===== config.mk =====
export PLATFORM = sky130hd
export DESIGN_NAME = gen_queue_reader
export DESIGN_NICKNAME = d
export VERILOG_FILES = /design/src/rtl/gen_queue_pkg.sv /design/src/rtl/gen_queue_reader_obuf.sv /design/src/rtl/gen_queue_reader.sv
export SDC_FILE = /design/constraint.sdc
export NUM_CORES = 1
export LEC_CHECK = 0
export CAP_MARGIN = 20
export CORE_ASPECT_RATIO = 0.8
export CORE_MARGIN = 4
export CORE_UTILIZATION = 59
export DETAILED_ROUTE_END_ITERATION = 10
export PLACE_DENSITY = 0.88
export SLEW_MARGIN = 20
export SYNTH_ARGS = -nofsm -noshare
export SYNTH_HDL_FRONTEND = slang
export SYNTH_SLANG_ARGS = --single-unit

===== constraint.sdc =====
create_clock -name clk -period 4.5 [get_ports clk]
set_clock_uncertainty 0.2 [all_clocks]
set_input_delay 0.675 -clock clk [delete_from_list [all_inputs] [get_ports clk]]
set_output_delay 0.675 -clock clk [all_outputs]
set_load 0.02 [all_outputs]

===== src/rtl/gen_queue_pkg.sv =====
`default_nettype none
// ============================================================================
// Module   : gen_queue_pkg
// Brief    : Shared types and constants for the generic queue reader.
// Revision : 1.0
// ============================================================================
package gen_queue_pkg;

    typedef enum logic [1:0] {
        IDLE  = 2'd0,
        RUN   = 2'd1,
        DRAIN = 2'd2
    } gq_state_e;

    // Output buffer capacity, sized for the occupancy compare in the reader.
    localparam logic [2:0] c_OBUF_ENTRIES = 3'd2;

endpackage
`default_nettype wire


===== src/rtl/gen_queue_reader_obuf.sv =====
`default_nettype none
// ============================================================================
// Module   : gen_queue_reader_obuf
// Brief    : Two-entry in-order output buffer; head entry drives the stream.
// Revision : 1.0
// ============================================================================
module gen_queue_reader_obuf #(
    parameter int DATA_W = 8
) (
    input  logic              clk,
    input  logic              rst,
    input  logic              clr,
    input  logic              wr,
    input  logic              rd,
    input  logic [DATA_W-1:0] data,
    output logic [DATA_W-1:0] head,
    output logic [1:0]        count
);

    logic [DATA_W-1:0] r_mem [2];
    logic              r_wr_ptr;
    logic              r_rd_ptr;
    logic [1:0]        r_count;

    always_ff @(posedge clk or posedge rst) begin
        if (rst) begin
            r_mem[0] <= '0;
            r_mem[1] <= '0;
            r_wr_ptr <= 1'b0;
            r_rd_ptr <= 1'b0;
            r_count  <= 2'd0;
        end else if (clr) begin
            r_mem[0] <= '0;
            r_mem[1] <= '0;
            r_wr_ptr <= 1'b0;
            r_rd_ptr <= 1'b0;
            r_count  <= 2'd0;
        end else begin
            if (wr) begin
                r_mem[r_wr_ptr] <= data;
                r_wr_ptr        <= ~r_wr_ptr;
            end
            if (rd) begin
                r_rd_ptr <= ~r_rd_ptr;
            end
            r_count <= r_count + {1'b0, wr} - {1'b0, rd};
        end
    end

    assign head  = r_mem[r_rd_ptr];
    assign count = r_count;

endmodule
`default_nettype wire


===== src/rtl/gen_queue_reader.sv =====
`default_nettype none
// ============================================================================
// Module   : gen_queue_reader
// Brief    : Pops a configured burst from a queue and streams it out.
// Revision : 1.0
// ============================================================================
import gen_queue_pkg::*;

module gen_queue_reader #(
    parameter int DATA_W  = 8,
    parameter int DEPTH   = 100,
    parameter int SIM_DLY = 1,
    parameter int LEN_W   = $clog2(DEPTH + 1)
) (
    input  logic              clk,
    input  logic              rst,
    input  logic              sw_rst,
    input  logic [LEN_W-1:0]  cnfg_burst_len,
    input  logic              start,
    output logic              busy,
    output logic              done,
    input  logic              q_empty,
    output logic              q_pop,
    input  logic [DATA_W-1:0] q_data,
    output logic              o_valid,
    input  logic              o_ready,
    output logic [DATA_W-1:0] o_data,
    output logic              o_last
);

    // SIM_DLY carries no function; this empty block only acknowledges it.
    if (SIM_DLY < 0) begin : g_sim_dly_unused
    end

    gq_state_e        r_state;
    logic [LEN_W-1:0] r_pop_cnt;
    logic [LEN_W-1:0] r_beat_cnt;
    logic             r_inflight;
    logic             r_done;

    logic [1:0]       w_buf_cnt;
    logic [2:0]       w_occ;
    logic             w_accept;
    logic             w_pop;
    logic             w_last_beat;

    assign w_accept    = o_valid & o_ready;
    // Occupancy the buffer will hold once in-flight data lands and this beat leaves.
    assign w_occ       = {1'b0, w_buf_cnt} + {2'b0, r_inflight} - {2'b0, w_accept};
    assign w_pop       = (r_state == RUN) && !sw_rst && !q_empty &&
                         (r_pop_cnt != '0) && (w_occ < c_OBUF_ENTRIES);
    assign w_last_beat = w_accept && (r_beat_cnt == LEN_W'(1));

    always_ff @(posedge clk or posedge rst) begin
        if (rst) begin
            r_state    <= IDLE;
            r_pop_cnt  <= '0;
            r_beat_cnt <= '0;
            r_inflight <= 1'b0;
            r_done     <= 1'b0;
        end else if (sw_rst) begin
            r_state    <= IDLE;
            r_pop_cnt  <= '0;
            r_beat_cnt <= '0;
            r_inflight <= 1'b0;
            r_done     <= 1'b0;
        end else begin
            r_inflight <= w_pop;
            r_done     <= 1'b0;
            case (r_state)
                IDLE: begin
                    if (start) begin
                        if (cnfg_burst_len != '0) begin
                            r_pop_cnt  <= cnfg_burst_len;
                            r_beat_cnt <= cnfg_burst_len;
                            r_state    <= RUN;
                        end else begin
                            r_done <= 1'b1;
                        end
                    end
                end
                RUN: begin
                    if (w_pop) begin
                        r_pop_cnt <= r_pop_cnt - LEN_W'(1);
                        if (r_pop_cnt == LEN_W'(1)) begin
                            r_state <= DRAIN;
                        end
                    end
                end
                DRAIN: begin
                end
                default: r_state <= IDLE;
            endcase
            if (w_accept) begin
                r_beat_cnt <= r_beat_cnt - LEN_W'(1);
            end
            if (w_last_beat) begin
                r_state <= IDLE;
                r_done  <= 1'b1;
            end
        end
    end

    gen_queue_reader_obuf #(
        .DATA_W (DATA_W)
    ) u_obuf (
        .clk   (clk),
        .rst   (rst),
        .clr   (sw_rst),
        .wr    (r_inflight),
        .rd    (w_accept),
        .data  (q_data),
        .head  (o_data),
        .count (w_buf_cnt)
    );

    assign busy    = (r_state == RUN) || (r_state == DRAIN);
    assign done    = r_done;
    assign q_pop   = w_pop;
    assign o_valid = (w_buf_cnt != 2'd0);
    assign o_last  = o_valid && (r_beat_cnt == LEN_W'(1));

endmodule
`default_nettype wire


==> qor.csv, run 1 <==
metric,value,unit
ys.flop_type,dfrtp_1,
io_pins,34,
synth.distinct_cells,55,
cts_inserted_buffers,5,
top_usage_layer,met2,
vias_per_cell,6.01,
antenna_found_initial,0,
clkLatencyLatePin,0.29,ns
die_x,78.4,um
synth_edf_count,0,
syn_to_final_growth,18.9,%
ant_nets,0,
cts_sinks,38,
async_reset_ff_share,100,%
die_h,64.3,um
status,"finished, final reports clean",
globalRouteMet2Util,38.6,%
dieArea,0.00505,mm2
yosysTopAreaCell,dfrtp_1,
period_needed,4.16,ns
yosysWarnings,0,
relSlewSlack,53.0,%
timing.final.hold_violations,0,
firstDrtPassIters,4,
worst-setup-path-type,primary input to output port,
clk_pin_slew,0.07,ns
syn_nets,282,
tns,0,ns
hold_path.startpoint,u_obuf.r_mem[10]$_DFFE_PP0P_,
core.rowCount,20,
setup_ws,0.338,ns
synth.ff_latch_count,38,
dp_hpwl,3.93,mm
regArea,951,um2
ctsResizeCount,0,
cp_max_fo,4,
synthesis.area,0.00234,mm2
critPathCaptureType,output port,
required,3.62,ns
ys_seq_area_share,40.6,%
gp_congestion,0.914,
yosysTopAreaCellShare,40.6,%
worstMarginPinSlew,0.698,ns
timing.fmax,0.240,GHz
grt_pass1_vias,2018,
cts_tree,done,
ir_drop,0.000372,V
fillers,293,
grtUsageTotal,24.2,%
whs_path_depth,2,
post-cts-setup-buffer-count,0,
leakagePower,1.14,nW
startpoint,o_ready,
postSynthAreaPerCell,9.36,um2
powerDensity,441,mW/mm2
synth.most_common_cell,dfrtp_1,
worstPathArrival,3.29,ns
netlist_instances,250,
synth_common_cells,"dfrtp_1, nand2_1, a21oi_1, nand3_1, inv_1",
grt_overflow_total,0,
coreArea,0.00380,mm2
setup_viol,0,
nNetsFinal,310,
multi_input_area,0.00127,mm2
cap_violations,0,
grt_max_degree,41,
start_kind,primary input,
worstReg2RegStart,u_obuf.count[1]$_DFF_PP0_,
grt_use_met1,32.7,%
wl_per_cell,16.4,um
drive_gt1_share,11.5,%
period_share,92.5,%
drc,0,
grt_use_met3,4.79,%
port_buffers,33,
cts_hold_buffers,0,
grt_first_pass_wirelength,9.60,mm
diodes,0,
wirelength,5.49,mm
rsz0062_at_grt,false,
maxSlewViolCount,0,
place_ws,0.319,ns
start_util,61.5,%
hold_path_class,flip-flop to flip-flop,
synth_area_leaders,"dfrtp_1, ha_1, mux2_2, nand2_1, a21oi_1",
cts_max_path_buffers,2,
vias,2008,
r2r_cells,9,
drt_iter0_markers,202,
cts_htree_levels,2,
cts-root-buf,clkbuf_8,
-- per-stage QoR --
| step | cells | hold WS (ns) | power, mW | cell area, um2 | utilization [%] |
|---|---|---|---|---|---|
| 6_report | 334 | 0.320 | 1.23 | 2780 | 73.2 |
| 5_1_grt | 334 | 0.368 | 1.31 | 2780 | 73.2 |
| 4_1_cts | 334 | 0.324 | 1.23 | 2780 | 73.2 |
| 3_5_place_dp | 326 | 0.314 | 0.984 | 2690 | 70.8 |
| 3_3_place_gp | 326 | 0.306 | 0.967 | 2690 | 70.8 |
| 2_1_floorplan | 250 | 0.294 | 0.851 | 2340 | - |
-- final cells by class --
type,instances,share of cell area [%]
tap,55,2.47
timing repair buffer,35,12.4
clock buffer,7,3.10
multi-input combinational,184,45.8
clock inverter,1,0.180
sequential,38,34.2
inverter,14,1.89
-- state kept, by name (all words and copies together), names as in the netlist --
signal           cells
r_inflight           1
r_state              2
r_beat_cnt           7
u_obuf.count         2
u_obuf.r_wr_ptr      1
u_obuf.r_rd_ptr      1
u_obuf.r_mem        16
done                 1
r_pop_cnt            7
-- routing by layer --
layer	wire, um	vias up
met4	97	0
met1	2400	980
met2	2620	61
met5	0	-
li1	-	957
met3	373	10
-- layout by cell type (no fill, tap or decap), types with 2 or more instances in the layout --
cell type | Yosys | final
mux2i_1 | 4 | 4
clkbuf_8 | 1 | 6
or3_1 | 2 | 2
o211ai_1 | 3 | 3
ha_1 | 10 | 10
or4_1 | 2 | 2
dfrtp_1 | 38 | 38
nand3_1 | 17 | 17
a31oi_1 | 6 | 6
clkdlybuf4s50_1 | 0 | 33
buf_4 | 0 | 2
or2_2 | 3 | 3
nand2b_1 | 4 | 4
nor3_1 | 3 | 3
nand2_1 | 30 | 30
inv_1 | 14 | 14
a211o_1 | 2 | 2
xnor2_1 | 5 | 5
a21oi_1 | 22 | 22
nor4_1 | 3 | 3
or3_2 | 2 | 2
nor2b_1 | 2 | 2
nand4_1 | 2 | 2
a211oi_1 | 5 | 5
o21ai_0 | 4 | 4
mux2_2 | 11 | 11
a21o_1 | 2 | 2
nor3b_1 | 3 | 3
nor2_1 | 12 | 12
-- report_power, final --
group | leakage (nW) | switching, mW | total (mW) | internal [mW]
Combinational | 0.572 | 0.282 | 0.514 | 0.232
Sequential | 0.517 | 0.0723 | 0.472 | 0.400
Clock | 0.0482 | 0.118 | 0.242 | 0.124
-- worst max-delay path: stages --
cell and delay, ns:
clkdlybuf4s50_1 0.53, nand2_1 0.09, mux2i_1 0.16, ha_1 0.17, inv_1 0.05, fa_1 0.50, and4bb_2 0.28, o311a_4 0.23
clkdlybuf4s50_1 0.60
-- cells by family (layout without fill, tap and decap cells) --
| kind of cell | after synthesis | in the layout | synth area share [%] |
|---|---|---|---|
| mux | 15 | 15 | 7.00 |
| simple gates | 91 | 91 | 19.7 |
| compound gates | 61 | 61 | 19.2 |
| xor+xnor | 6 | 6 | 2.24 |
| flops | 38 | 38 | 40.6 |
| buf+inv | 28 | 57 | 4.97 |
| fa+ha+maj | 11 | 11 | 6.20 |
-- path summary, 6_finish.rpt --
path | end | slack [ns]
max in group asynchronous | u_obuf.r_rd_ptr$_DFFE_PP0P_ | 3.16
setup reg to reg | r_pop_cnt[2]$_DFFE_PP0P_ | 1.57
hold reg to reg | u_obuf.r_mem[10]$_DFFE_PP0P_ | 0.32
setup / recovery | q_pop | 0.34
min in group asynchronous | u_obuf.r_mem[4]$_DFFE_PP0P_ | 0.59
hold / removal | u_obuf.r_mem[10]$_DFFE_PP0P_ | 0.32
No activity file was read; power rests on OpenSTA's default activity.
==> run 2: changes to the inputs <==
- TNS_END_PERCENT: not set -> 1
==> results of run 2 <==
The final DEF is identical to that of run 1; final timing and power are the same.
